File: config.mk
export PLATFORM = sky130hd
export DESIGN_NAME = wrapping_step_counter
export DESIGN_NICKNAME = d
export VERILOG_FILES = /design/src/rtl/wrapping_step_counter.sv
export SDC_FILE = /design/constraint.sdc
export NUM_CORES = 1
export LEC_CHECK = 0
export BUFFER_PORTS_ARGS = -buffer_cell sky130_fd_sc_hd__buf_2
export CAP_MARGIN = 20
export CORE_AREA = 4 4 41 43
export CTS_BUF_LIST = sky130_fd_sc_hd__clkbuf_2
export DETAILED_ROUTE_END_ITERATION = 8
export DIE_AREA = 0 0 45 47
export PLACE_DENSITY_LB_ADDON = 0.1
export SYNTH_ARGS = -nofsm -noshare
export SYNTH_HDL_FRONTEND = slang
export SYNTH_SLANG_ARGS = --single-unit
File: constraint.sdc
create_clock -name clock -period 5 [get_ports clock]
set_input_delay 1 -clock clock [delete_from_list [all_inputs] [get_ports clock]]
set_output_delay 1 -clock clock [all_outputs]
set_load 0.02 [all_outputs]
File: src/rtl/wrapping_step_counter.sv
// Modulo-RANGE up/down counter advancing or retreating by 0..MAX_STEP per cycle, with lap bit and wrap pulses.
// Latency: 1 cycle; count, lap and wrap pulses are all registered.
// Backpressure: none; every control input is sampled on each rising clock edge.
module wrapping_step_counter #(
  parameter int RANGE       = 5,
  parameter int RANGE_LOG2  = $clog2(RANGE),
  parameter int MAX_STEP    = 3,
  parameter int STEP_WIDTH  = $clog2(MAX_STEP + 1),
  parameter int RESET_VALUE = 0
) (
  input  logic                  clock,
  input  logic                  resetn,
  input  logic                  clear,
  input  logic                  load,
  input  logic [RANGE_LOG2-1:0] load_value,
  input  logic                  increment,
  input  logic                  decrement,
  input  logic [STEP_WIDTH-1:0] step,
  output logic [RANGE_LOG2-1:0] count,
  output logic                  lap,
  output logic                  wrapped_up,
  output logic                  wrapped_down
);

  // One extra bit holds the carry/borrow of count +/- step.
  localparam int W1 = RANGE_LOG2 + 1;
  localparam bit IS_POW2 = ((RANGE & (RANGE - 1)) == 0);
  localparam logic [W1-1:0]         RANGE_W1   = W1'(RANGE);
  localparam logic [RANGE_LOG2-1:0] RANGE_M1   = RANGE_LOG2'(RANGE - 1);
  localparam logic [RANGE_LOG2-1:0] RESET_N    = RANGE_LOG2'(RESET_VALUE);
  localparam logic [STEP_WIDTH-1:0] MAX_STEP_S = STEP_WIDTH'(MAX_STEP);

  logic [RANGE_LOG2-1:0] count_q, count_d;
  logic                  lap_q, lap_d;
  logic                  wrapped_up_q, wrapped_up_d;
  logic                  wrapped_down_q, wrapped_down_d;

  logic [STEP_WIDTH-1:0] step_c;
  logic [W1-1:0]         step_w1;
  logic [RANGE_LOG2-1:0] load_sat;
  logic [RANGE_LOG2-1:0] inc_val, dec_val;
  logic                  inc_wrap, dec_wrap;

  // Clamp illegal steps to MAX_STEP and saturate out-of-range load values.
  always_comb begin
    step_c   = (step > MAX_STEP_S) ? MAX_STEP_S : step;
    step_w1  = W1'(step_c);
    load_sat = ({1'b0, load_value} >= RANGE_W1) ? RANGE_M1 : load_value;
  end

  if (IS_POW2) begin : g_pow2
    logic [W1-1:0] sum;
    logic [W1-1:0] diff;
    // Power-of-2 range: the wrap condition is simply the carry or borrow bit.
    always_comb begin
      sum      = {1'b0, count_q} + step_w1;
      diff     = {1'b0, count_q} - step_w1;
      inc_wrap = sum[RANGE_LOG2];
      inc_val  = sum[RANGE_LOG2-1:0];
      dec_wrap = diff[RANGE_LOG2];
      dec_val  = diff[RANGE_LOG2-1:0];
    end
  end else begin : g_general
    // RANGE is below 2^RANGE_LOG2 here, so it and any legal step fit in RANGE_LOG2 bits.
    localparam logic [RANGE_LOG2-1:0] RANGE_N = RANGE_LOG2'(RANGE);
    logic [W1-1:0]         sum;
    logic [RANGE_LOG2-1:0] step_n;
    // Arbitrary range: compare against RANGE; modular narrow arithmetic is exact since results lie in [0, RANGE).
    always_comb begin
      sum      = {1'b0, count_q} + step_w1;
      step_n   = step_w1[RANGE_LOG2-1:0];
      inc_wrap = (sum >= RANGE_W1);
      inc_val  = inc_wrap ? (count_q + step_n - RANGE_N) : sum[RANGE_LOG2-1:0];
      dec_wrap = (count_q < step_n);
      dec_val  = dec_wrap ? (count_q + RANGE_N - step_n) : (count_q - step_n);
    end
  end

  // Next-state selection: clear beats load beats a lone increment or decrement.
  always_comb begin
    count_d        = count_q;
    lap_d          = lap_q;
    wrapped_up_d   = 1'b0;
    wrapped_down_d = 1'b0;
    if (clear) begin
      count_d = RESET_N;
      lap_d   = 1'b0;
    end else if (load) begin
      count_d = load_sat;
      lap_d   = 1'b0;
    end else if (increment && !decrement) begin
      count_d = inc_val;
      if (inc_wrap) begin
        lap_d        = ~lap_q;
        wrapped_up_d = 1'b1;
      end
    end else if (decrement && !increment) begin
      count_d = dec_val;
      if (dec_wrap) begin
        lap_d          = ~lap_q;
        wrapped_down_d = 1'b1;
      end
    end
  end

  // State registers with asynchronous active-low reset.
  always_ff @(posedge clock or negedge resetn) begin
    if (!resetn) begin
      count_q        <= RESET_N;
      lap_q          <= 1'b0;
      wrapped_up_q   <= 1'b0;
      wrapped_down_q <= 1'b0;
    end else begin
      count_q        <= count_d;
      lap_q          <= lap_d;
      wrapped_up_q   <= wrapped_up_d;
      wrapped_down_q <= wrapped_down_d;
    end
  end

  assign count        = count_q;
  assign lap          = lap_q;
  assign wrapped_up   = wrapped_up_q;
  assign wrapped_down = wrapped_down_q;

`ifndef SYNTHESIS
  // A step above MAX_STEP is a caller bug; the datapath clamps it anyway.
  a_step_legal: assert property (@(posedge clock) disable iff (!resetn)
    (!clear && !load && (increment ^ decrement)) |-> (step <= MAX_STEP_S))
    else $error("wrapping_step_counter: step %0d exceeds MAX_STEP %0d", step, MAX_STEP);
`endif

endmodule
---- Yosys cells after proc, flatten, opt, wreduce, memory -nomap -nowiden ----
Cells that the tools add are included.
word-level totals
  bits in registers ....................... 6
  input port bits ......................... 11
  output and inout port bits .............. 6
  word-level logic and storage cells ...... 46
operators by class
  $add $sub $neg .......................... 6
  $lt $le $gt $ge ......................... 4
  equality and inequality tests ........... 1
  mux-type cells .......................... 23
  bitwise operators ....................... 1
  reductions and logical operators ........ 7
operators with widths
  operator               number
  $mux W3                7
  $mux W1                15
  $reduce_bool A4 Y1     2
  $sub A3 B2 Y3          2
  $add A3 B2 Y4          1
  $ge A4 B3 Y1 const B   1
  $ne A4 B4 Y1 const B   1
  $add A3 B2 Y3          1
  $add A3 B3 Y3 const B  1
  $ge A3 B3 Y1 const B   1
  $lt A3 B2 Y1           1
  $reduce_and A3 Y1      1
  $sub A3 B3 Y3 const B  1
  $gt A2 B2 Y1 const B   1
  $logic_and A1 B1 Y1    2
  $logic_not A1 Y1       2
  $mux W2                1
  $not A1 Y1             1

---- Depth between registers and ports, before layout ----
  depth after elaboration ................. 8
  depth in mapped cells ................... 8
  mapped depth without buffers ............ 8

---- Worst setup path before layout ----
Ideal clock, no wire load.
  kind .................................... input-to-reg
  start ................................... input port step[0]
  end ..................................... register count_q[1] (netlist: count[1])
  library setup time ...................... 0.133 ns
  arrival ................................. 2.593 ns
  data required time ...................... 4.867 ns
  setup slack ............................. 2.274 ns
  stages on the path ...................... 7
  path buffers ............................ 0
  path through ............................ ha_1 > fa_1 > nor2b_1 > a311oi_1 > a31oi_1 > a2111oi_0 > o32ai_1
between the ends
  longest elaborated chain between the ends .. 8
  elaborated cells between the ends (all ways) .. 15
  classes of those cells .................. 5 x add/sub; 3 x order compare; 7 x mux
ends and longest elaborated chain
  what                                         line    RTL
  start: declaration                           18      input logic [STEP_WIDTH-1:0] step,
  $gt A2 B2 Y1                                 46      step_c = (step > MAX_STEP_S) ? MAX_STEP_S : step;
  $mux W2 *                                    46
  $add A3 B2 Y4, or another cell as far along  70      sum = {1'b0, count_q} + step_w1;
  $ge A4 B3 Y1, or another cell as far along   72      inc_wrap = (sum >= RANGE_W1);
  $mux W3, on equally long branches            73, 97
  $mux W3 *                                    91      end else if (increment && !decrement) begin
  $mux W3 *                                    88      end else if (load) begin
  $mux W3 *                                    85      if (clear) begin
  end signal: assignment                       114     count_q <= count_d;
  end: declaration                             33      logic [RANGE_LOG2-1:0] count_q, count_d;
Every way passes the cells marked *; elsewhere a longest branch is shown, timed or not. The select of a mux whose other input is x is not followed.
A chain may end at the register's enable or synchronous reset.

---- Worst setup path in the final report ----
Same ends and word-level chain as after synthesis.

==> reports/metrics.yaml <==
global_route:
  grt_max_degree: 13
  grt_pass1_vias: 637
  antenna_found_initial: 0
  grt_usage: 0.176
  grt_pass1_wl_mm: 2.74
  grt_overflow: 0
clock_network:
  post-cts-setup-buffers: 0
  max-clock-path-buffers: 2
  ctsResizeCount: 0
  clock-root-buffer: "clkbuf_2"
  cts_tree: "done"
  clk_latency_ns: 0.21
  htreeDepth: 1
  numClockSinks: 6
  cts_buffers: 3
  clk_pin_slew_ns: 0.05
  hold_buffers: 0
run:
  cap_violations: 0
synth:
  synth_top_area_cell: "dfrtp_1"
  synthFlopType: "dfrtp_1"
  synth_compound_area_frac: 0.255
  ys_types: 37
  syn_area_sq_um: 744
  postSynthCellCount: 85
  synth_top_family_by_area: "compound AO/OA/AOI/OAI gates"
  synthSimpleGateAreaFrac: 0.151
  synth_seq_area_share: 0.202
  muxShareOfSynthArea: 0.0134
  synthTopCellsByArea: "dfrtp_1 20%, ha_1 20%, fa_1 5.4%, inv_1 5.0%, xnor2_1 4.7%"
  yosysWarningCount: 0
  synth_top_area_frac: 0.202
  synth_edf_count: 0
  yosysMostFrequentCell: "ha_1"
  synthXorXnorAreaFrac: 0.0588
  syn_area_per_cell_sq_um: 8.76
  synth_fa_ha_area_frac: 0.255
  syn_nets: 110
  synth_seq_cells: 6
  synth_common_cells: "12 x ha_1, 10 x inv_1, 6 x dfrtp_1, 6 x nor2_1, 5 x nand2_1"
  synthArstFlopShare: 1.00
sta:
  setup_violations: 0
  slew-limit-headroom: 0.745
  period_needed_ns: 2.80
  fmax_ghz: 0.357
  rsz0062_at_grt: "false"
  setup_tns_ns: 0
  hold_viol: 0
  setup_slack_ns: 2.20
  report.final.slew_viol_count: 0
  fin_crit_sh: 0.561
  finClkSkew_ns: 0.00227
  worstMarginPinSlew_ns: 0.372
run_status:
  outcome: "complete, no violations"
worst_setup_path:
  cp-start-kind: "input pin"
  path_buf_inv: 1
  arrival_ns: 2.89
  path_cells: "buf_2 -> ha_1 -> fa_1 -> nor2b_1 -> a311oi_1 -> a31oi_1 -> a2111oi_0 -> o32ai_1"
  path_class: "input pin to flip-flop"
  critical_path.max_fanout: 6
  crit_slowest_cell: "fa_1"
  cp.required_ns: 5.08
  cpLargestDelayFamily: "compound AO/OA/AOI/OAI gates"
  setup.worst_path.end_class: "flip-flop"
  critical_path.max_stage_delay_ns: 0.55
final_layout:
  multiInputGateArea_sq_um: 547
  final-instance-count-excl-fill: 117
  seq_area_sq_um: 150
  area_growth_pct: 13.9
  n_fill_cell: 124
  final_nets: 129
  antenna_cells: 0
  final_layout_size_suffix_gt1_frac: 0.225
route:
  dr.pass1.iters: 4
  drc: 0
  ant_nets: 0
  vias: 680
  wl_per_cell_um: 13.6
  drt_iter0_drc: 11
  drt_wl_total_mm: 1.60
  via_per_inst: 5.81
place:
  dp_slack_ns: 1.95
  hpwl_mm: 1.32
  io_buffers: 16
  globalplace.congestion: 0.836
  placedCellCount: 114
floorplanning:
  rows: 13
  dieArea_sq_mm: 0.00212
  start_util: 0.572
  chipWidth_um: 45
  die_y_um: 47
  core_sq_mm: 0.00130
  io_pins: 17
power:
  p_leak_nw: 0.430
  vdd_drop_max_mv: 0.0772
  powerDensity_mw_per_mm2: 222
min_path:
  hp-class: "flip-flop to flip-flop"
-- layout by cell type (no fill, tap or decap), types with 2 or more instances in the layout --
master / n
a21oi_1: 2
a31oi_1: 3
buf_2: 16
clkbuf_2: 3
dfrtp_1: 6
fa_1: 2
ha_1: 12
inv_1: 10
nand2_1: 5
nand3_1: 2
nor2_1: 6
o21a_1: 2
o21ai_0: 4
o21ai_1: 2
xnor2_1: 4
-- routing by layer --
| layer | up-vias | global-route usage | share of wire |
|---|---|---|---|
| li1 | 340 | - | - |
| met1 | 307 | 0.247 | 0.45 |
| met2 | 29 | 0.268 | 0.47 |
| met3 | 4 | 0.0345 | 0.073 |
| met4 | 0 | 0.0643 | 0.013 |
| met5 | - | 0 | 0 |
-- logic make-up after synthesis --
kind of cell	after synthesis
AO/OA/AOI/OAI	26
XOR/XNOR	5
adder cells (fa/ha/maj)	14
buffers and inverters	12
flip-flops	6
multiplexers	1
AND/OR/NAND/NOR	21
-- layout make-up --
| type | count | area share |
|---|---|---|
| Clock buffer | 3 | 0.0177 |
| Tap cell | 15 | 0.0221 |
| Timing Repair Buffer | 16 | 0.0944 |
| Inverter | 10 | 0.0442 |
| Multi-Input combinational cell | 67 | 0.645 |
| Sequential cell | 6 | 0.177 |
-- where the power goes --
| part | leakage [nW] | switching, W | internal, W |
|---|---|---|---|
| clock | 0.0125 | 0.0000154 | 0.0000162 |
| sequential | 0.0815 | 0.00000682 | 0.0000521 |
| combinational | 0.336 | 0.0000550 | 0.0000427 |
-- worst paths after layout --
kind                       startpoint      endpoint  slack (ns)  cells past startpoint
setup / recovery              step[0]      count[1]        2.20                      8
hold / removal                    lap           lap        0.57                      2
setup reg to reg             count[1]      count[1]        2.58                      8
hold reg to reg                   lap           lap        0.57                      2
max in group asynchronous      resetn      count[0]        4.27                      1
min in group asynchronous      resetn  wrapped_down        0.60                      1
-- stage by stage --
stage | area, sq um | utilization | hold WS, ns | total power, W
after floorplan | 744 | - | 0.677 | 0.000132
after global placement | 833 | 0.640 | 0.552 | 0.000155
after detailed placement | 833 | 0.640 | 0.560 | 0.000157
after CTS | 848 | 0.652 | 0.568 | 0.000190
after global routing | 848 | 0.652 | 0.573 | 0.000206
final | 848 | 0.652 | 0.566 | 0.000188
-- state kept, by name (all words and copies together), names as in the netlist --
name and cells:
count 3, wrapped_down 1, lap 1, wrapped_up 1
-- worst min-delay path, delay by kind of cell (launching register included) --
family	cells	cell delay, ns
xor+xnor	1	0.14
flops	1	0.35
simple gates	1	0.04
No activity file was read; power rests on OpenSTA's default activity.
